<file path="config.mk">
export PLATFORM = sky130hd
export DESIGN_NAME = alu_muldiv_seq
export DESIGN_NICKNAME = d
export VERILOG_FILES = /design/src/rtl/alu_muldiv_seq_pkg.sv /design/src/rtl/alu_muldiv_seq_neg_cond.sv /design/src/rtl/alu_muldiv_seq.sv
export SDC_FILE = /design/constraint.sdc
export NUM_CORES = 1
export LEC_CHECK = 0
export CORE_ASPECT_RATIO = 1.1
export CORE_UTILIZATION = 57
export CTS_BUF_LIST = sky130_fd_sc_hd__clkbuf_4
export DETAILED_ROUTE_END_ITERATION = 8
export PLACE_DENSITY = 0.92
export SYNTH_ARGS = -nofsm -noshare
export SYNTH_HDL_FRONTEND = slang
export SYNTH_SLANG_ARGS = --single-unit
export TNS_END_PERCENT = 5
</file>
<file path="constraint.sdc">
create_clock -name clk -period 13.9 [get_ports clk]
set_input_delay 4.17 -clock clk [delete_from_list [all_inputs] [get_ports clk]]
set_output_delay 4.17 -clock clk [all_outputs]
set_load 0.02 [all_outputs]
</file>
<file path="src/rtl/alu_muldiv_seq_pkg.sv">
// Shared definitions for the iterative multiply/divide sequencer:
// operation and state encodings, ALU opcodes and op-decoding helpers.
package alu_muldiv_seq_pkg;

  typedef enum logic [1:0] {
    OP_MULTU = 2'b00,
    OP_MULT  = 2'b01,
    OP_DIVU  = 2'b10,
    OP_DIV   = 2'b11
  } op_e;

  typedef enum logic [2:0] {
    S_IDLE = 3'd0,
    S_PREP = 3'd1,
    S_ITER = 3'd2,
    S_FIX  = 3'd3,
    S_DONE = 3'd4
  } state_e;

  localparam logic [3:0] ALU_ADD = 4'h0;
  localparam logic [3:0] ALU_SUB = 4'h1;

  function automatic logic is_div(input op_e code);
    return code[1];
  endfunction

  function automatic logic is_signed_op(input op_e code);
    return code[0];
  endfunction

endpackage

</file>
<file path="src/rtl/alu_muldiv_seq_neg_cond.sv">
// neg_cond: conditional two's-complement negation of a W-bit value.
module neg_cond #(
  parameter int W = 32
) (
  input  logic         i_neg,
  input  logic [W-1:0] i_val,
  output logic [W-1:0] o_val
);

  assign o_val = i_neg ? (~i_val + {{(W-1){1'b0}}, 1'b1}) : i_val;

endmodule

</file>
<file path="src/rtl/alu_muldiv_seq.sv">
// Iterative MULT/MULTU/DIV/DIVU sequencer that borrows the shared ALU via req/gnt.
// Define MULDIV_DIV_EN to build the divide datapath; otherwise divides yield zero.
module alu_muldiv_seq
  import alu_muldiv_seq_pkg::*;
#(
  parameter int ITER = 32
) (
  input  logic        clk,
  input  logic        rst,
  input  logic        start,
  input  logic [1:0]  op,
  input  logic [31:0] rs_val,
  input  logic [31:0] rt_val,
  output logic        busy,
  output logic        done,
  output logic [31:0] hi,
  output logic [31:0] lo,
  output logic        alu_req,
  input  logic        alu_gnt,
  output logic [31:0] alu_a,
  output logic [31:0] alu_b,
  output logic [3:0]  alu_op,
  input  logic [31:0] alu_c
);

  localparam int CW = $clog2(ITER);

  state_e        r_state, w_state_nx;
  op_e           r_op;
  logic [31:0]   r_rs, r_rt;
  logic [31:0]   r_acc_hi, r_acc_lo, r_mdv;
  logic [31:0]   w_acc_hi_nx, w_acc_lo_nx, w_mdv_nx;
  logic [CW-1:0] r_cnt, w_cnt_nx;
  logic          r_sgn_q;
  logic [31:0]   r_hi, r_lo, r_alu_a, r_alu_b;
  logic [3:0]    r_alu_op;
  logic          r_busy, r_done, r_alu_req;
  logic [31:0]   w_a_nx, w_b_nx;
  logic [3:0]    w_op_nx;
  logic          w_rs_neg, w_rt_neg, w_use_alu, w_step;
  logic [31:0]   w_rs_abs, w_rt_abs;
  logic          w_mul_carry;
  logic [31:0]   w_mul_hi, w_mul_lo, w_div_hi, w_div_lo;
  logic [63:0]   w_prod;
  logic [31:0]   w_hi_fix, w_lo_fix;

  assign w_rs_neg = is_signed_op(r_op) & r_rs[31];
  assign w_rt_neg = is_signed_op(r_op) & r_rt[31];

  neg_cond #(.W(32)) u_abs_rs (.i_neg(w_rs_neg), .i_val(r_rs), .o_val(w_rs_abs));
  neg_cond #(.W(32)) u_abs_rt (.i_neg(w_rt_neg), .i_val(r_rt), .o_val(w_rt_abs));
  neg_cond #(.W(64)) u_neg_prod (.i_neg(r_sgn_q), .i_val({r_acc_hi, r_acc_lo}), .o_val(w_prod));

  // Multiply step: carry out of the borrowed adder is recovered by an unsigned compare.
  assign w_mul_carry = (alu_c < r_alu_b);
  assign w_mul_hi    = {w_mul_carry, alu_c[31:1]};
  assign w_mul_lo    = {alu_c[0], r_acc_lo[31:1]};

`ifdef MULDIV_DIV_EN
  logic        r_sgn_r;
  logic [32:0] w_div_r33;
  logic        w_div_ge;
  logic [31:0] w_quot, w_rem;

  assign w_use_alu = 1'b1;
  assign w_div_r33 = {r_acc_hi, r_acc_lo[31]};
  assign w_div_ge  = w_div_r33[32] | (w_div_r33[31:0] >= r_mdv);
  assign w_div_hi  = w_div_ge ? alu_c : w_div_r33[31:0];
  assign w_div_lo  = {r_acc_lo[30:0], w_div_ge};

  neg_cond #(.W(32)) u_neg_quot (.i_neg(r_sgn_q), .i_val(r_acc_lo), .o_val(w_quot));
  neg_cond #(.W(32)) u_neg_rem  (.i_neg(r_sgn_r), .i_val(r_acc_hi), .o_val(w_rem));

  assign w_hi_fix = is_div(r_op) ? w_rem  : w_prod[63:32];
  assign w_lo_fix = is_div(r_op) ? w_quot : w_prod[31:0];
`else
  // Divides keep full timing but never touch the ALU and produce zero.
  assign w_use_alu = ~is_div(r_op);
  assign w_div_hi  = r_acc_hi;
  assign w_div_lo  = r_acc_lo;
  assign w_hi_fix  = is_div(r_op) ? 32'd0 : w_prod[63:32];
  assign w_lo_fix  = is_div(r_op) ? 32'd0 : w_prod[31:0];
`endif

  assign w_step = w_use_alu ? alu_gnt : 1'b1;

  // Next-state and accumulator update.
  always_comb begin
    w_state_nx  = r_state;
    w_acc_hi_nx = r_acc_hi;
    w_acc_lo_nx = r_acc_lo;
    w_mdv_nx    = r_mdv;
    w_cnt_nx    = r_cnt;
    case (r_state)
      S_IDLE: begin
        if (start) w_state_nx = S_PREP;
        else       w_state_nx = S_IDLE;
      end
      S_PREP: begin
        w_cnt_nx    = {CW{1'b0}};
        w_acc_hi_nx = 32'd0;
        if (is_div(r_op)) begin
          w_acc_lo_nx = w_rs_abs;
          w_mdv_nx    = w_rt_abs;
        end else begin
          w_acc_lo_nx = w_rt_abs;
          w_mdv_nx    = w_rs_abs;
        end
        w_state_nx = S_ITER;
      end
      S_ITER: begin
        if (w_step) begin
          if (is_div(r_op)) begin
            w_acc_hi_nx = w_div_hi;
            w_acc_lo_nx = w_div_lo;
          end else begin
            w_acc_hi_nx = w_mul_hi;
            w_acc_lo_nx = w_mul_lo;
          end
          if (r_cnt == CW'(ITER - 1)) begin
            w_state_nx = S_FIX;
          end else begin
            w_cnt_nx = r_cnt + {{(CW-1){1'b0}}, 1'b1};
          end
        end else begin
          w_state_nx = S_ITER;
        end
      end
      S_FIX:   w_state_nx = S_DONE;
      S_DONE:  w_state_nx = S_IDLE;
      default: w_state_nx = S_IDLE;
    endcase
  end

  // ALU operands are registered from the next accumulator state so they hold while stalled.
  always_comb begin
    w_a_nx  = r_alu_a;
    w_b_nx  = r_alu_b;
    w_op_nx = r_alu_op;
    if (w_state_nx == S_ITER && w_use_alu) begin
      if (is_div(r_op)) begin
        w_a_nx  = {w_acc_hi_nx[30:0], w_acc_lo_nx[31]};
        w_b_nx  = w_mdv_nx;
        w_op_nx = ALU_SUB;
      end else begin
        w_a_nx  = w_acc_hi_nx;
        w_b_nx  = w_acc_lo_nx[0] ? w_mdv_nx : 32'd0;
        w_op_nx = ALU_ADD;
      end
    end else begin
      w_a_nx  = r_alu_a;
      w_b_nx  = r_alu_b;
      w_op_nx = r_alu_op;
    end
  end

  // State, datapath and registered outputs.
  always_ff @(posedge clk or posedge rst) begin
    if (rst) begin
      r_state   <= S_IDLE;
      r_op      <= OP_MULTU;
      r_rs      <= 32'd0;
      r_rt      <= 32'd0;
      r_acc_hi  <= 32'd0;
      r_acc_lo  <= 32'd0;
      r_mdv     <= 32'd0;
      r_cnt     <= {CW{1'b0}};
      r_sgn_q   <= 1'b0;
      r_hi      <= 32'd0;
      r_lo      <= 32'd0;
      r_alu_a   <= 32'd0;
      r_alu_b   <= 32'd0;
      r_alu_op  <= ALU_ADD;
      r_busy    <= 1'b0;
      r_done    <= 1'b0;
      r_alu_req <= 1'b0;
`ifdef MULDIV_DIV_EN
      r_sgn_r   <= 1'b0;
`endif
    end else begin
      r_state  <= w_state_nx;
      r_acc_hi <= w_acc_hi_nx;
      r_acc_lo <= w_acc_lo_nx;
      r_mdv    <= w_mdv_nx;
      r_cnt    <= w_cnt_nx;
      if (r_state == S_IDLE && start) begin
        r_op <= op_e'(op);
        r_rs <= rs_val;
        r_rt <= rt_val;
      end
      if (r_state == S_PREP) begin
        r_sgn_q <= w_rs_neg ^ w_rt_neg;
`ifdef MULDIV_DIV_EN
        r_sgn_r <= w_rs_neg;
`endif
      end
      if (r_state == S_FIX) begin
        r_hi <= w_hi_fix;
        r_lo <= w_lo_fix;
      end
      r_alu_a   <= w_a_nx;
      r_alu_b   <= w_b_nx;
      r_alu_op  <= w_op_nx;
      r_alu_req <= (w_state_nx == S_ITER) && w_use_alu;
      r_busy    <= (w_state_nx == S_PREP) || (w_state_nx == S_ITER) || (w_state_nx == S_FIX);
      r_done    <= (w_state_nx == S_DONE);
    end
  end

  assign busy    = r_busy;
  assign done    = r_done;
  assign hi      = r_hi;
  assign lo      = r_lo;
  assign alu_req = r_alu_req;
  assign alu_a   = r_alu_a;
  assign alu_b   = r_alu_b;
  assign alu_op  = r_alu_op;

endmodule

</file>
# After elaboration in Yosys (flattened, before gate mapping)
# Cells that the tools add are included.
dict set report op_classes {
  muxes 26
  magnitude_cmp 1
  bitwise 7
  n_reduce_logical 8
  addsub 4
  eq_ne 11
}
# cell count
set op_table {}
lappend op_table {{32-bit two-way mux} 14}
lappend op_table {{32-bit one-hot mux with 2 select lines} 2}
lappend op_table {{32-bit by 1-bit adder with 32-bit output (second input constant)} 2}
lappend op_table {{64-bit by 1-bit adder with 64-bit output (second input constant)} 1}
lappend op_table {{64-bit two-way mux} 1}
lappend op_table {{32-bit inverter} 2}
lappend op_table {{64-bit inverter} 1}
lappend op_table {{32-bit less-than comparator} 1}
lappend op_table {{3-bit by 2-bit == test with 1-bit output (second input constant)} 4}
lappend op_table {{3-bit one-hot mux with 4 select lines} 1}
lappend op_table {{5-bit two-way mux} 2}
lappend op_table {{5-bit one-hot mux with 2 select lines} 1}
lappend op_table {{3-bit by 1-bit == test with 1-bit output (second input constant)} 2}
lappend op_table {{3-bit two-way mux} 2}
lappend op_table {{2-bit inequality test (second input constant)} 3}
lappend op_table {{3-bit AND reduction} 2}
lappend op_table {{5-bit by 1-bit adder with 5-bit output (second input constant)} 1}
lappend op_table {{5-bit == test (second input constant)} 1}
lappend op_table {{3-bit == test (second input constant)} 1}
lappend op_table {{3-bit zero test} 1}
lappend op_table {{1-bit two-way mux} 3}
lappend op_table {{1-bit bitwise AND} 2}
lappend op_table {{1-bit logical AND} 2}
lappend op_table {{1-bit logical OR} 2}
lappend op_table {{other kinds (3)} 3}
dict set report totals {
  register_bits 306
  in_bits 102
  elab_cells 75
  out_inout_bits 135
}

# Depth between registers and ports, before layout
# Gate-level depths: netlist (run 1).
dict set report depth {
  depth_word 7
  mapped_depth 11
  mapped_depth_nobuf 10
}

# By module
# A second synthesis (run 1) with hierarchy kept.
dict set report unflattened {
  cells_unflattened 1592
  hier_area_um2 16404.5
}
# module n_inst cells_per_inst seq_area_each_um2 area_each_um2
set by_module_without_submodules {}
lappend by_module_without_submodules {alu_muldiv_seq 1 1188 7582.3 13201.4}
lappend by_module_without_submodules {{neg_cond at u_neg_prod} 1 206 0.0 1649.1}
lappend by_module_without_submodules {{neg_cond at u_abs_rs ...} 2 99 0.0 777.0}

# Worst setup path before layout (run 1)
# OpenSTA, ideal clock, no wires.
dict set report synth_timing {
  path_type {input to register}
  startpoint {in alu_c[6]}
  endpoint {reg r_alu_a[31] (netlist: alu_a[31])}
  arrival_ns 5.768
  required_time_ns 13.835
  path_stages 7
  path_buffers 0
  setup_time_ns 0.065
  slack_ns 8.067
  cell_sequence {ha_1 a21o_1 a211oi_1 o21ai_0 a2111o_1 a311oi_1 mux2_2}
}
dict set report synth_via {
  elab_chain_len 5
}
# element line_no
set synth_lines {}
lappend synth_lines {{from (decl)} alu_muldiv_seq.sv:23} ;# input logic [31:0] alu_c
lappend synth_lines {{32-bit less-than comparator} alu_muldiv_seq.sv:55} ;# assign w_mul_carry = (alu_c < r_alu_b);
lappend synth_lines {{32-bit two-way mux} alu_muldiv_seq.sv:113} ;# if (is_div(r_op)) begin
lappend synth_lines {{32-bit two-way mux} alu_muldiv_seq.sv:112} ;# if (w_step) begin
lappend synth_lines {{32-bit one-hot mux with 2 select lines} alu_muldiv_seq.sv:94} ;# case (r_state)
lappend synth_lines {{named net w_acc_hi_nx[31]} alu_muldiv_seq.sv:32} ;# logic [31:0] w_acc_hi_nx, w_acc_lo_nx, w_mdv_nx;
lappend synth_lines {{32-bit two-way mux} alu_muldiv_seq.sv:141} ;# if (is_div(r_op)) begin
lappend synth_lines {{to (signal assigned)} alu_muldiv_seq.sv:201} ;# r_alu_a <= w_a_nx;
lappend synth_lines {{to (decl)} alu_muldiv_seq.sv:35} ;# logic [31:0] r_hi, r_lo, r_alu_a, r_alu_b;
# The timed path passes the listed nets, and every way through them passes these cells.
# A chain may end at the register's enable or synchronous reset.

# Worst setup path after layout (run 1)
dict set report layout_timing {
  startpoint {in alu_gnt}
  endpoint {reg r_alu_b[14] (netlist: alu_b[14])}
}
dict set report layout_via {
  elab_chain_len 5
  word_cells_on_any_way 9
  classes_between {1 x eq/ne; 7 x mux; 1 x reduce/logical}
}
# element line_no
set layout_lines {}
lappend layout_lines {{from (decl)} alu_muldiv_seq.sv:19} ;# input logic alu_gnt,
lappend layout_lines {{1-bit two-way mux (*)} alu_muldiv_seq.sv:85} ;# assign w_step = w_use_alu ? alu_gnt : 1'b1;
lappend layout_lines {{3-bit two-way mux / 32-bit two-way mux (equally long branches)} alu_muldiv_seq.sv:112}
lappend layout_lines {{3-bit one-hot mux with 4 select lines / 32-bit one-hot mux with 2 select lines (equally long branches)} alu_muldiv_seq.sv:94}
lappend layout_lines {{3-bit by 2-bit == test with 1-bit output / 32-bit two-way mux (equally long branches)} {alu_muldiv_seq.sv:140, alu_muldiv_seq.sv:147}}
lappend layout_lines {{1-bit logical AND / 32-bit two-way mux (equally long branches)} {alu_muldiv_seq.sv:140, alu_muldiv_seq.sv:141}}
lappend layout_lines {{to (signal assigned)} alu_muldiv_seq.sv:202} ;# r_alu_b <= w_b_nx;
lappend layout_lines {{to (decl)} alu_muldiv_seq.sv:35}
# Every way passes the cells marked *; elsewhere a longest branch is shown, timed or not. The select of a mux whose other input is x is not followed.

==> results of run 1 <==
state kept, by name (all words and copies together), names as in the netlist, 2 cells and up:
register and flops:
alu_a 32, alu_b 32, hi 32, lo 32
r_acc_hi 32, r_acc_lo 32, r_mdv 32, r_rs 32
r_rt 32, r_cnt 5, r_state 3, r_op 2
where the power goes:
part | leakage [uW] | switching [uW] | internal, uW | total (uW)
logic | 0.00371 | 1450 | 1060 | 2510
registers | 0.00386 | 493 | 1280 | 1780
clock network | 0.000559 | 359 | 376 | 735
through the flow:
step,total power (uW),util,hold WS [ns]
after floorplan,3260,-,0.433
after global placement,4120,0.676,0.452
after detailed placement,4230,0.676,0.463
after CTS,4980,0.710,0.486
after global routing,5300,0.710,0.498
final,5030,0.710,0.479
cell usage in the layout, fill, tap and decap left out, drive strengths merged, types with 13 or more instances in the layout:
cell type	count
o41ai	21
nand2	276
nand4	16
xor2	24
ha	36
a21oi	42
nand3	23
clkdlybuf4s50	233
inv	55
nor3	24
dfrtp	303
xnor2	98
mux2	65
and3	13
nor2	53
mux2i	13
a22o	70
o31ai	45
nor4	13
clkbuf	108
or3	29
a221o	13
o21ai	122
clkinv	20
worst max-delay path by stage:
stage / cells after the start / startpoint / endpoint
CTS: 7 / alu_gnt / alu_b[14]$_DFFE_PP0P_
finish: 7 / alu_gnt / alu_b[14]$_DFFE_PP0P_
global placement: 7 / alu_gnt / alu_b[23]$_DFFE_PP0P_
global route: 7 / alu_gnt / alu_b[3]$_DFFE_PP0P_
floorplan: 1 / rst / alu_a[0]$_DFFE_PP0P_
detailed placement: 7 / alu_gnt / alu_b[23]$_DFFE_PP0P_
logic make-up after synthesis:
| logic type | after synthesis | share of synthesized area |
|---|---|---|
| and+or+nand+nor | 488 | 0.146 |
| AOI/OAI and AO/OA | 415 | 0.185 |
| DFF | 303 | 0.480 |
| buffers and inverters | 155 | 0.0378 |
| xor gates and xnor gates | 122 | 0.0676 |
| muxes | 78 | 0.0545 |
| adders and majority gates | 36 | 0.0285 |
| other | 1 | 0.000237 |
metal layers:
| layer | vias up | part of all wire | GRT usage |
|---|---|---|---|
| li1 | 6260 | - | - |
| met3 | 194 | 0.092 | 0.0647 |
| met4 | 2 | 0.061 | 0.207 |
| met5 | - | 0.00028 | 0.00874 |
| met2 | 823 | 0.46 | 0.530 |
| met1 | 6752 | 0.38 | 0.422 |
area by class of cell:
cell class,instances,area (um^2),area share
sequential,303,7580,0.394
tap,357,447,0.0232
clock buffer,108,811,0.0421
inverter,54,210,0.0109
antenna,1,2.50,0.000130
clock inverter,22,119,0.00617
timing repair buffer,245,2430,0.126
multi-input combinational,1142,7650,0.397
worst register-to-register path: stages (launching register included):
cell and delay, ns:
dfrtp_2 0.40, buf_4 0.34, nor2_1 0.34, and3_2 0.23, buf_4 0.67, a221oi_1 0.25
buf_4 0.25, nor2_1 0.66, a22o_1 0.26
==> flow_metrics.env, run 1 <==
export IMPL_critical_path_slowest_cell="buf_4"
export IMPL_place_ws_ns=6.89
export IMPL_dp_hpwl_um=34400
export IMPL_clockBufferDepth=3
export IMPL_min_from="r_mdv[12]$_DFF_PP0_"
export IMPL_syn_area_per_cell_um2=9.89
export IMPL_yosysTopAreaCell="dfrtp_1"
export IMPL_synth_top_cells_by_area="dfrtp_1, nand2_1, xnor2_1"
export IMPL_arrival_ns=7.04
export IMPL_std_cell_rows=63
export IMPL_grt_setup_unrepaired="no"
export IMPL_powerDensity_nw_per_um2=261
export IMPL_post_drt_wl_per_cell_um=21.0
export IMPL_yosysSeqAreaShare=0.480
export IMPL_stdcell_count=2232
export IMPL_place_gp_congestion=1.00
export IMPL_setup_slack_ns=7.47
export IMPL_whs_path_depth=2
export IMPL_cp_start_kind="input pin"
export IMPL_worstMarginPinSlew_ns=1.16
export IMPL_max_stage_delay_ns=0.67
export IMPL_drc=0
export IMPL_synth_edf_count=0
export IMPL_r2r_end="alu_b[14]$_DFFE_PP0P_"
export IMPL_max_cap_violations=0
export IMPL_period_needed_ns=6.43
export IMPL_fp_dieH_um=177
export IMPL_die_w_um=161
export IMPL_critPathKind="input pin to flop"
export IMPL_finalHoldViolations=0
export IMPL_min_period_over_period=0.463
export IMPL_ys_warn_count=0
export IMPL_cp_required_ns=14.51
export IMPL_worstPathCellList="clkdlybuf4s50_1 > and3_2 > buf_4 > a221oi_1 > buf_4 > nor2_1 > a22o_1"
export IMPL_yosysMostFrequentCell="dfrtp_1"
export IMPL_synth_area_um2=15800
export IMPL_first_iter_violations=1380
export IMPL_nFillCells=1921
export IMPL_stdcell_area_um2=19300
export IMPL_dp_cells=2101
export IMPL_clock_fmax_ghz=0.156
export IMPL_wl_um=47000
export IMPL_cts_root_buffer="clkbuf_4"
export IMPL_synth_top_area_frac=0.480
export IMPL_start_util=0.583
export IMPL_netlist_instances=1598
export IMPL_finalSetupViolations=0
export IMPL_cts_sinks=303
export IMPL_drive_above_1_share=0.122
export IMPL_crit_path_end_kind="flop"
export IMPL_portBuffers=233
export IMPL_ios=237
export IMPL_antenna_found_initial=2
export IMPL_timing_critical_path_mode_cell="buf_4"
export IMPL_hold_end="r_mdv[12]$_DFF_PP0_"
export IMPL_dieArea_um2=28400
export IMPL_yosys_register_bits=303
export IMPL_slew_headroom=0.223
export IMPL_r2r_slack_ns=10.41
export IMPL_critPathMaxFanout=95
export IMPL_crit_buf_inv=3
export IMPL_cts_tree="done"
export IMPL_grt_pass1_wl_um=73200
export IMPL_via_per_inst=6.29
export IMPL_antenna_left=0
export IMPL_clkTransAtPathRegs_ns=0.07
export IMPL_cts_buffers=77
export IMPL_clk_latency_ns=0.71
export IMPL_vias=14000
export IMPL_finalClockSkew_ns=0.0502
export IMPL_holdCritPathClass="flop to flop"
export IMPL_ff2ff_path_depth=8
export IMPL_grt_use_total=0.333
export IMPL_areaGrowthSynthToFinish_pct=21.9
export IMPL_synth_common_cells="dfrtp_1, nand2_1, o21ai_0, xnor2_1, clkbuf_1"
export IMPL_maxSlewViolCount=0
export IMPL_core_um2=27100
export IMPL_yosys_most_used_dff="dfrtp_1"
export IMPL_r2r_start="r_op[1]$_DFFE_PP0P_"
export IMPL_status="finished clean"
export IMPL_fin_setup_tns_ns=0
export IMPL_path_delay_family="buffers and inverters"
export IMPL_post_cts_buffers=0
export IMPL_synthArstFlopShare=1.00
export IMPL_htreeDepth=3
export IMPL_gr_total_overflow=0
export IMPL_drt_pass1_iterations=8
export IMPL_cts_hold_buf=0
export IMPL_synth_cell_types=76
export IMPL_peakVddDrop_v=0.000145
export IMPL_cts_resized=0
export IMPL_cellLeakagePower_uw=0.00814
export IMPL_grt_pass1_vias=13500
export IMPL_fin_nets=1961
export IMPL_dpl_cell_area_um2=18300
export IMPL_grt_max_degree=200
Power figures use the tool's default switching activity.
==> run 2, diff against run 1 <==
--- a/config.mk
+++ b/config.mk
@@ -6,10 +6,10 @@
 export NUM_CORES = 1
 export LEC_CHECK = 0
 export CORE_ASPECT_RATIO = 1.1
-export CORE_UTILIZATION = 57
+export CORE_UTILIZATION = 51
 export CTS_BUF_LIST = sky130_fd_sc_hd__clkbuf_4
 export DETAILED_ROUTE_END_ITERATION = 8
-export PLACE_DENSITY = 0.92
+export PLACE_DENSITY = 0.88
 export SYNTH_ARGS = -nofsm -noshare
 export SYNTH_HDL_FRONTEND = slang
 export SYNTH_SLANG_ARGS = --single-unit
==> constraint.sdc (replaced) <==
create_clock -name clk -period 5.75 [get_ports clk]
set_input_delay 1.725 -clock clk [delete_from_list [all_inputs] [get_ports clk]]
set_output_delay 1.725 -clock clk [all_outputs]
set_load 0.02 [all_outputs]
==> flow_metrics.env, run 2 (same netlist as run 1, synthesis figures left out) <==
export IMPL_final_common_cell="dfrtp_1"
export IMPL_cp_depth=1
export IMPL_critical_path_slowest_cell="clkdlybuf4s50_1"
export IMPL_fp_dieH_um=187
export IMPL_cts_buffers=78
export IMPL_powerDensity_nw_per_um2=624
export IMPL_cp_start_kind="flop"
export IMPL_clkTransAtPathRegs_ns=0.06
export IMPL_pwr_share_seq=0.354
export IMPL_place_gp_congestion=0.955
export IMPL_critPathMaxFanout=3
export IMPL_seq_area_um2=7580
export IMPL_net_switching_power_uw=5520
export IMPL_crit_buf_inv=1
export IMPL_cellLeakagePower_uw=0.00813
export IMPL_crit_path_end_kind="output port"
export IMPL_finalClockSkew_ns=0.0858
export IMPL_vias=13800
export IMPL_clockBufferDepth=3
export IMPL_die_w_um=170
export IMPL_post_drt_wl_per_cell_um=20.4
export IMPL_peakVddDrop_v=0.000364
export IMPL_clk_latency_ns=0.76
export IMPL_antenna_left=0
export IMPL_cts_hold_buf=0
export IMPL_cts_root_buffer="clkbuf_4"
export IMPL_max_stage_delay_ns=0.65
export IMPL_via_per_inst=6.01
export IMPL_min_period_over_period=0.629
export IMPL_whs_path_depth=2
export IMPL_drt_pass1_iterations=8
export IMPL_first_iter_violations=1506
export IMPL_crit_start="alu_b[30]$_DFFE_PP0P_"
export IMPL_ios=237
export IMPL_antenna_found_initial=4
export IMPL_stdcell_count=2290
export IMPL_fin_setup_tns_ns=0
export IMPL_final_util=0.634
export IMPL_maxSlewViolCount=0
export IMPL_dp_cells=2164
export IMPL_drc=0
export IMPL_r2r_start="r_rt[7]$_DFFE_PP0P_"
export IMPL_start_util=0.518
export IMPL_finalSetupViolations=0
export IMPL_path_delay_family="buffers and inverters"
export IMPL_grt_pass1_vias=13300
export IMPL_combPwrFrac=0.500
export IMPL_drive_above_1_share=0.123
export IMPL_grt_setup_unrepaired="no"
export IMPL_grt_use_total=0.301
export IMPL_mostFrequentLayoutCells="dfrtp_1, nand2_1, clkdlybuf4s50_1"
export IMPL_status="finished clean"
export IMPL_cts_sinks=303
export IMPL_max_cap_violations=0
export IMPL_htreeDepth=3
export IMPL_clock_fmax_ghz=0.276
export IMPL_core_um2=30500
export IMPL_holdCritPathClass="flop to flop"
export IMPL_portBuffers=233
export IMPL_min_from="r_mdv[6]$_DFF_PP0_"
export IMPL_p_int_uw=6550
export IMPL_wl_um=46700
export IMPL_worstMarginPinSlew_ns=1.17
export IMPL_nFillCells=2417
export IMPL_post_cts_buffers=0
export IMPL_worstPathCellList="clkdlybuf4s50_1"
export IMPL_multiInputGateArea_um2=7650
export IMPL_cts_resized=0
export IMPL_critPathKind="flop to output port"
export IMPL_gr_total_overflow=0
export IMPL_areaGrowthSynthToFinish_pct=22.5
export IMPL_cts_tree="done"
export IMPL_whs_ns=0.476
export IMPL_finalHoldViolations=0
export IMPL_arrival_ns=1.89
export IMPL_grt_pass1_wl_um=73700
export IMPL_dp_hpwl_um=34500
export IMPL_period_needed_ns=3.62
export IMPL_slew_headroom=0.215
export IMPL_std_cell_rows=67
export IMPL_ff2ff_path_depth=6
export IMPL_cp_required_ns=4.03
export IMPL_clockPowerShare=0.146
export IMPL_grt_max_degree=145
export IMPL_dieArea_um2=31700
export IMPL_fin_nets=1968
export IMPL_p_sw_frac=0.457
[run 2: path summary, 6_finish.rpt]
path	slack (ns)	end
setup / recovery	2.13	alu_b[30]
hold / removal	0.48	r_mdv[6]$_DFF_PP0_
setup reg to reg	2.48	r_mdv[26]$_DFF_PP0_
hold reg to reg	0.48	r_mdv[6]$_DFF_PP0_
max in group asynchronous	3.23	r_rt[3]$_DFFE_PP0P_
min in group asynchronous	1.38	lo[8]$_DFFE_PP0N_
[run 2: area by class of cell]
type / instances / share of cell area
tap: 414 / 0.0268
timing repair buffer: 251 / 0.128
inverter: 54 / 0.0107
multi-input combinational: 1142 / 0.395
clock inverter: 19 / 0.00666
sequential: 303 / 0.392
clock buffer: 103 / 0.0400
antenna: 4 / 0.000517
[run 2: power by group through the flow]
stage / Clock (uW) / Combinational (uW) / Sequential [uW]
5_1_grt: 1910 / 6500 / 4380
6_report: 1770 / 6030 / 4270
3_5_place_dp: 0 / 5920 / 4260
4_1_cts: 1800 / 5950 / 4230
2_1_floorplan: 0 / 3620 / 4270
3_3_place_gp: 0 / 5760 / 4210
[run 2: worst reg2reg max path, cell delays in order (launching register included)]
cell	delay, ns
dfrtp_1	0.45
nor4_1	0.82
nand2_1	0.20
nor4_1	0.97
a31oi_1	0.23
xnor2_1	0.40
o21ai_0	0.13
[run 2: stage by stage]
| step | total power, uW | worst slack (ns) | instance area (um^2) |
|---|---|---|---|
| after detailed placement | 10200 | 1.64 | 18400 |
| final | 12100 | 2.13 | 19400 |
| after global placement | 9960 | 1.68 | 18400 |
| after CTS | 12000 | 2.10 | 19300 |
| after floorplan | 7890 | -0.00402 | 15800 |
| after global routing | 12800 | 2.10 | 19400 |
[run 2: per-layer routing]
metal  track usage  wire length (um)  vias up
li1              -                 -     6251
met1         0.401             18500     6604
met2         0.456             21500      763
met3        0.0594              4090      143
met4         0.177              2580        0
met5             0                 0        -
